$ cat config.mk
export PLATFORM = sky130hd
export DESIGN_NAME = instr_fetch_unit
export DESIGN_NICKNAME = d
export VERILOG_FILES = /design/src/rtl/instr_fetch_unit.sv
export SDC_FILE = /design/constraint.sdc
export NUM_CORES = 1
export LEC_CHECK = 0
export CORE_ASPECT_RATIO = 1.25
export CORE_MARGIN = 2
export CORE_UTILIZATION = 45
export CTS_BUF_LIST = sky130_fd_sc_hd__clkbuf_16
export DETAILED_ROUTE_END_ITERATION = 8
export GPL_ROUTABILITY_DRIVEN = 0
export GPL_TIMING_DRIVEN = 0
export PLACE_DENSITY = 0.88
export SYNTH_ARGS = -nofsm -noshare
export SYNTH_HDL_FRONTEND = slang
export SYNTH_SLANG_ARGS = --single-unit
$ cat constraint.sdc
create_clock -name clk -period 5.2 [get_ports clk]
set_input_delay 0.52 -clock clk [delete_from_list [all_inputs] [get_ports clk]]
set_output_delay 0.52 -clock clk [all_outputs]
set_load 0.01 [all_outputs]
$ cat src/rtl/instr_fetch_unit.sv
// Multicycle instruction fetch stage: owns the PC, runs the memory request/ready
// handshake with a wait-state timeout, and exposes the IR plus its decoded fields.
module instr_fetch_unit #(
  parameter int                 ADDR_W   = 32,
  parameter logic [ADDR_W-1:0]  RESET_PC = '0,
  parameter int                 PC_INC   = 4,
  parameter int                 MAX_WAIT = 15
) (
  input  logic              clk,
  input  logic              rst,
  input  logic              fetch,
  input  logic              pc_write,
  input  logic [ADDR_W-1:0] pc_next,
  output logic              mem_req,
  output logic [ADDR_W-1:0] mem_addr,
  input  logic              mem_ready,
  input  logic [31:0]       mem_rdata,
  output logic [ADDR_W-1:0] pc,
  output logic [31:0]       ir,
  output logic [5:0]        opcode,
  output logic [4:0]        rs,
  output logic [4:0]        rt,
  output logic [4:0]        rd,
  output logic [4:0]        shamt,
  output logic [5:0]        func,
  output logic [15:0]       imm,
  output logic              instr_valid,
  output logic              busy,
  output logic              fetch_err
);

  localparam int                CNT_W     = $clog2(MAX_WAIT + 1);
  localparam logic [ADDR_W-1:0] PC_INC_W  = ADDR_W'(PC_INC);
  localparam logic [CNT_W-1:0]  CNT_LAST  = CNT_W'(MAX_WAIT - 1);
  localparam logic [ADDR_W-1:0] ALIGN_MSK = ~ADDR_W'(3);

  typedef enum logic [1:0] {IDLE, REQ, DONE} state_t;

  state_t            state_q, state_d;
  logic [ADDR_W-1:0] pc_q, pc_d;
  logic [ADDR_W-1:0] addr_q, addr_d;
  logic [31:0]       ir_q, ir_d;
  logic [CNT_W-1:0]  cnt_q, cnt_d;
  logic              err_q, err_d;
  logic [ADDR_W-1:0] pc_aligned;

  assign pc_aligned = pc_next & ALIGN_MSK;

  always_ff @(posedge clk) begin
    if (rst) begin
      state_q <= IDLE;
      pc_q    <= RESET_PC;
      addr_q  <= '0;
      ir_q    <= '0;
      cnt_q   <= '0;
      err_q   <= 1'b0;
    end else begin
      state_q <= state_d;
      pc_q    <= pc_d;
      addr_q  <= addr_d;
      ir_q    <= ir_d;
      cnt_q   <= cnt_d;
      err_q   <= err_d;
    end
  end

  always_comb begin
    state_d = state_q;
    pc_d    = pc_q;
    addr_d  = addr_q;
    ir_d    = ir_q;
    cnt_d   = cnt_q;
    err_d   = err_q;
    case (state_q)
      // DONE accepts a new request exactly like IDLE, giving back-to-back fetches.
      IDLE, DONE: begin
        state_d = IDLE;
        if (pc_write) pc_d = pc_aligned;
        if (fetch) begin
          state_d = REQ;
          addr_d  = pc_write ? pc_aligned : pc_q;
          cnt_d   = '0;
        end
      end
      REQ: begin
        if (mem_ready) begin
          ir_d    = mem_rdata;
          pc_d    = pc_q + PC_INC_W;
          cnt_d   = '0;
          state_d = DONE;
        end else if (cnt_q == CNT_LAST) begin
          // Request has been outstanding MAX_WAIT cycles: abandon it.
          err_d   = 1'b1;
          cnt_d   = '0;
          state_d = IDLE;
        end else begin
          cnt_d = cnt_q + CNT_W'(1);
        end
      end
      default: state_d = IDLE;
    endcase
  end

  assign mem_req     = (state_q == REQ);
  assign busy        = (state_q == REQ);
  assign instr_valid = (state_q == DONE);
  assign mem_addr    = addr_q;
  assign pc          = pc_q;
  assign ir          = ir_q;
  assign fetch_err   = err_q;

  assign opcode = ir_q[31:26];
  assign rs     = ir_q[25:21];
  assign rt     = ir_q[20:16];
  assign rd     = ir_q[15:11];
  assign shamt  = ir_q[10:6];
  assign func   = ir_q[5:0];
  assign imm    = ir_q[15:0];

endmodule

## Yosys cells after proc, flatten, opt, wreduce, memory -nomap -nowiden

Index checks and enable logic that the tools add are counted.

| operators by class | value |
|---|---|
| add/sub/neg operators | 2 |
| multipliers | 0 |
| divide/modulo/power cells | 0 |
| $lt $le $gt $ge | 0 |
| equality and inequality tests | 6 |
| shift-type cells | 0 |
| mux-type cells | 11 |
| bitwise logic cells | 1 |
| reduce and logical (&&, ||, !) cells | 8 |

Operators by type and width:

| operator | number |
|---|---|
| $mux 32 | 2 |
| $pmux 32 s2 | 1 |
| $add 32x3->32 const B | 1 |
| $mux 4 | 3 |
| $pmux 4 s2 | 1 |
| $reduce_and 2->1 | 4 |
| $add 4x1->4 const B | 1 |
| $eq 4x4->1 const B | 1 |
| $mux 2 | 2 |
| $ne 2x2->1 const B | 2 |
| $pmux 2 s2 | 1 |
| $ne 3x2->1 const B | 1 |
| $reduce_and 3->1 | 1 |
| $eq 2x1->1 const B | 1 |
| $eq 2x2->1 const B | 1 |
| $logic_not 2->1 | 1 |
| $reduce_bool 2->1 | 1 |
| $reduce_or 2->1 | 1 |
| $mux 1 | 1 |
| $not 1->1 | 1 |

| storage, ports and cells | value |
|---|---|
| register bits | 103 |
| bits in latches | 0 |
| memory bits (writable) | 0 |
| bits in read-only memories | 0 |
| input bits | 69 |
| word-level logic and storage cells | 34 |
| memories kept | 0 |

## Longest topological paths before layout

| logic depth | value |
|---|---|
| depth in word-level cells | 4 |
| mapped depth | 7 |

## Least setup slack after synthesis

No wires, ideal clock.

| timing path | value |
|---|---|
| path type | register to register |
| start point | reg pc_q[2], in the netlist pc[2] |
| end point | reg pc_q[26], in the netlist pc[26] |
| arrival | 1.955 ns |
| path slack | 3.175 ns |
| cell stages (with the launch flop) | 8 |
| path buffers | 1 |
| period minus slack after synthesis | 2.025 ns |
| cells stage by stage | dfxtp_1 > ha_1 > nand3_1 > or4_1 > buf_2 > nor4_4 > mux2i_1 > o2bb2ai_1 |

| between the ends | value |
|---|---|
| longest elaborated chain between the ends | 3 |

Ends and longest elaborated chain:

| element | RTL line | RTL |
|---|---|---|
| start: declaration | 40 | `logic [ADDR_W-1:0] pc_q, pc_d;` |
| start signal: assignment | 59 | `pc_q <= pc_d;` |
| $add 32x3->32 | 88 | `pc_d = pc_q + PC_INC_W;` |
| $mux 32 | 86 | `if (mem_ready) begin` |
| $pmux 32 s2 | 74 | `case (state_q)` |

No other way between the ends. The select of a mux whose other input is x is not followed.
A chain may end at the register's enable or synchronous reset.

## Worst setup path after layout

| timing path | value |
|---|---|
| start point | reg state_q[1] |
| end point | out mem_req |

| between the ends | value |
|---|---|
| longest elaborated chain between the ends | 1 |

Ends and longest elaborated chain:

| element | RTL line | RTL |
|---|---|---|
| start: declaration | 39 | `state_t state_q, state_d;` |
| start signal: assignment | 58 | `state_q <= state_d;` |
| $eq 2x1->1 | 104 | `assign mem_req = (state_q == REQ);` |
| end: declaration | 14 | `output logic mem_req,` |

No other way between the ends.

==> run metrics <==
TritonCTS buffer count 9; combinational share of power 21.7%; via total after detailed routing 5660; static leakage 2.845 nW; share of synthesized area occupied by flip-flops and latches 41.09%; max_cap viols 0; Slew Limit Fails 0; Layout Utilization 69.32%; overflow left after global routing 0; cell-by-cell trace of the critical path nand2b_1 > clkbuf_1 > inv_1 > clkbuf_1 > buf_4 > clkdlybuf4s50_1; post-detailed-placement half-perimeter wirelength 13680 um; cell depth of the worst hold path 2; Die Area 12020 sq um; fraction of final layout cells with drive strength greater than 1 8.304%; Clock Path Buffers 2; Setup TNS Final 0 ns; maximum clock frequency 339.0 MHz; vertical die dimension 122.1 um; count of unique library cells instantiated by Yosys 52; clock insertion delay at the later pin of the skew report 0.36 ns; count of nets after finishing 910; final hold violation count 0; most area-hungry cell type in the Yosys netlist sky130_fd_sc_hd__dfxtp_1; commonest cells after routing, fill and taps aside 213 x sky130_fd_sc_hd__clkdlybuf4s50_1, 103 x sky130_fd_sc_hd__dfxtp_1, 91 x sky130_fd_sc_hd__nand2_1; number of global-route vias before repair 5478; clock tree root driver cell sky130_fd_sc_hd__clkbuf_16; Setup Fix Bufs, Post-CTS 0; switch share 28.55%; global-route total usage across every layer 29.14%; Startpoint Class flop; internal power 1.438 mW; DR DRC count 0; Vias per Instance 5.787; Worst Path Max Fanout 11; number of I/O pins 217; flip-flop cell with the highest count after synthesis sky130_fd_sc_hd__dfxtp_1; worst min-delay path class reg2reg; routed len/inst 18.75 um; number of enable-type register cells in the synthesized netlist 0; result of the run finished clean; Area growth, synth to finish 51.61%; sequential share of power 44.6%; TritonRoute pass-1 iters 7; TritonCTS clock tree built; clock share of power 33.7%; total number of yosys warnings 0; number of H-tree branching levels 3; clock sinks 103; syn nets 686; critical path start-end classification reg2out; data arrival time of the critical path 2.43 ns; Mapped Avg Cell Area 8.174 sq um; synth top area cells sky130_fd_sc_hd__dfxtp_1 41%, sky130_fd_sc_hd__buf_4 7.3%, sky130_fd_sc_hd__nand2_1 6.8%; share of the synthesized area in the top cell type 41.09%; first-pass GRT wire length 28080 um; power density over cell area 264.4 nW/um^2; DRT antenna net count 0; total net switching power 574.3 uW; area of the mapped netlist 5019 sq um; most common library cell in the layout ignoring fill and taps sky130_fd_sc_hd__clkdlybuf4s50_1; cell seen most often among critical-path stages sky130_fd_sc_hd__clkbuf_1; clk slew on worst S/H paths 0.07 ns; max-slew headroom at the worst pin 35.82%; routed wire length on met2 9442 um; FF+latch area 2062 sq um; final number of setup-violating endpoints 0; cell with the largest stage delay on the worst path sky130_fd_sc_hd__clkdlybuf4s50_1; total area of multi-input combinational cells 2410 sq um; Starting Density 45.73%; met1 layer wirelength in the final routing 6542 um; post-synthesis sequential element count 103; Peak VDD IR 0.0001606 V; post-cts sizing count 0; initial detailed-routing violation count 541; cell count after synthesis 614; placeable core area 10980 sq um; RSZ-0062 raised after global routing no; Worst Clk Skew 0.006745 ns; delay contributed by the slowest stage of the critical path 0.53 ns; quantity of hold-fixing buffers added after cts 0; wire length after detailed routing 18340 um; transition at the pin with the smallest max-transition slack 0.9592 ns; element type at the critical path end output pin; final clock period utilization by the worst path 56.72%; top routing layer in use met4; pin count of the biggest net entering global routing 17; routed length on met3 1728 um; initial antenna violation count 0; number of buffer cells added on primary ports 213; DP Worst Slack 2.276 ns; filler cell count 888; min cycle time layout 2.949 ns; diodes inserted 0; reg2reg path depth 6; share of async-settable or async-resettable flops after synthesis 0%; FP Rows 43; required time of the worst setup path 4.68 ns; min setup slack post-route 2.251 ns; chip width 98.46 um
## cells by family (layout without fill, tap and decap cells)
group	Yosys count	in the layout	share of synthesized area, %
xor gates and xnor gates	9	9	1.571
adders and majority gates	3	3	0.7480
and+or+nand+nor	232	232	21.44
muxes	32	32	6.407
AOI/OAI and AO/OA	139	139	17.85
buffers and inverters	96	325	10.90
DFF	103	103	41.09
## final timing paths
check	from	to	slack, ns
setup / recovery	state_q[1]	mem_req	2.25
hold / removal	mem_addr[1]	mem_addr[1]	0.48
setup reg to reg	pc[2]	pc[30]	2.78
hold reg to reg	mem_addr[1]	mem_addr[1]	0.48
## metrics by stage
step	total power, mW	instances	cell area (sq um)	hold WS [ns]
after detailed placement	1.342	962	7320	0.4563
after CTS	2.002	978	7609	0.4673
after global routing	2.071	978	7609	0.4877
after global placement	1.327	962	7320	0.4477
after floorplan	1.098	614	5019	0.4711
final	2.012	978	7609	0.4759
## power groups by stage
stage	clock network (mW)	logic (mW)	registers (mW)
3_5_place_dp	0	0.429	0.913
3_3_place_gp	0	0.417	0.910
4_1_cts	0.675	0.432	0.896
6_report	0.678	0.437	0.898
2_1_floorplan	0	0.176	0.922
5_1_grt	0.700	0.465	0.905
## Yosys cell counts (all sizes together), types with 10 or more instances
cell type / n
clkbuf: 33
nand3: 16
buf: 56
a21oi: 55
a211oi: 41
nor2: 66
nand4: 10
dfxtp: 103
nand2: 91
mux2i: 31
nor4: 14
## metal layers
| layer | up-vias | track usage [%] |
|---|---|---|
| met5 | - | 0 |
| met4 | 0 | 13.78 |
| met3 | 69 | 6.368 |
| met2 | 405 | 50.55 |
| met1 | 2608 | 34.17 |
| li1 | 2578 | - |
## critical path: cells and delay by family, from the launching register on
family	cells	cell delay, ns
DFF	1	0.34
buffers and inverters	5	1.58
and+or+nand+nor	1	0.14
## state kept, by name (all words and copies together), names as in the netlist
register and flops:
state_q 2, mem_addr 32, fetch_err 1, pc 32, ir 32, cnt_q 4
## area by class of cell
type / count / area share [%]
Tap cell: 135 / 2.220
Multi-Input combinational cell: 415 / 31.67
Clock buffer: 9 / 2.960
Inverter: 7 / 0.3453
Timing Repair Buffer: 213 / 28.02
Buffer: 89 / 6.841
Sequential cell: 103 / 27.10
Clock inverter: 7 / 0.8387
Power figures use the tool's default switching activity.
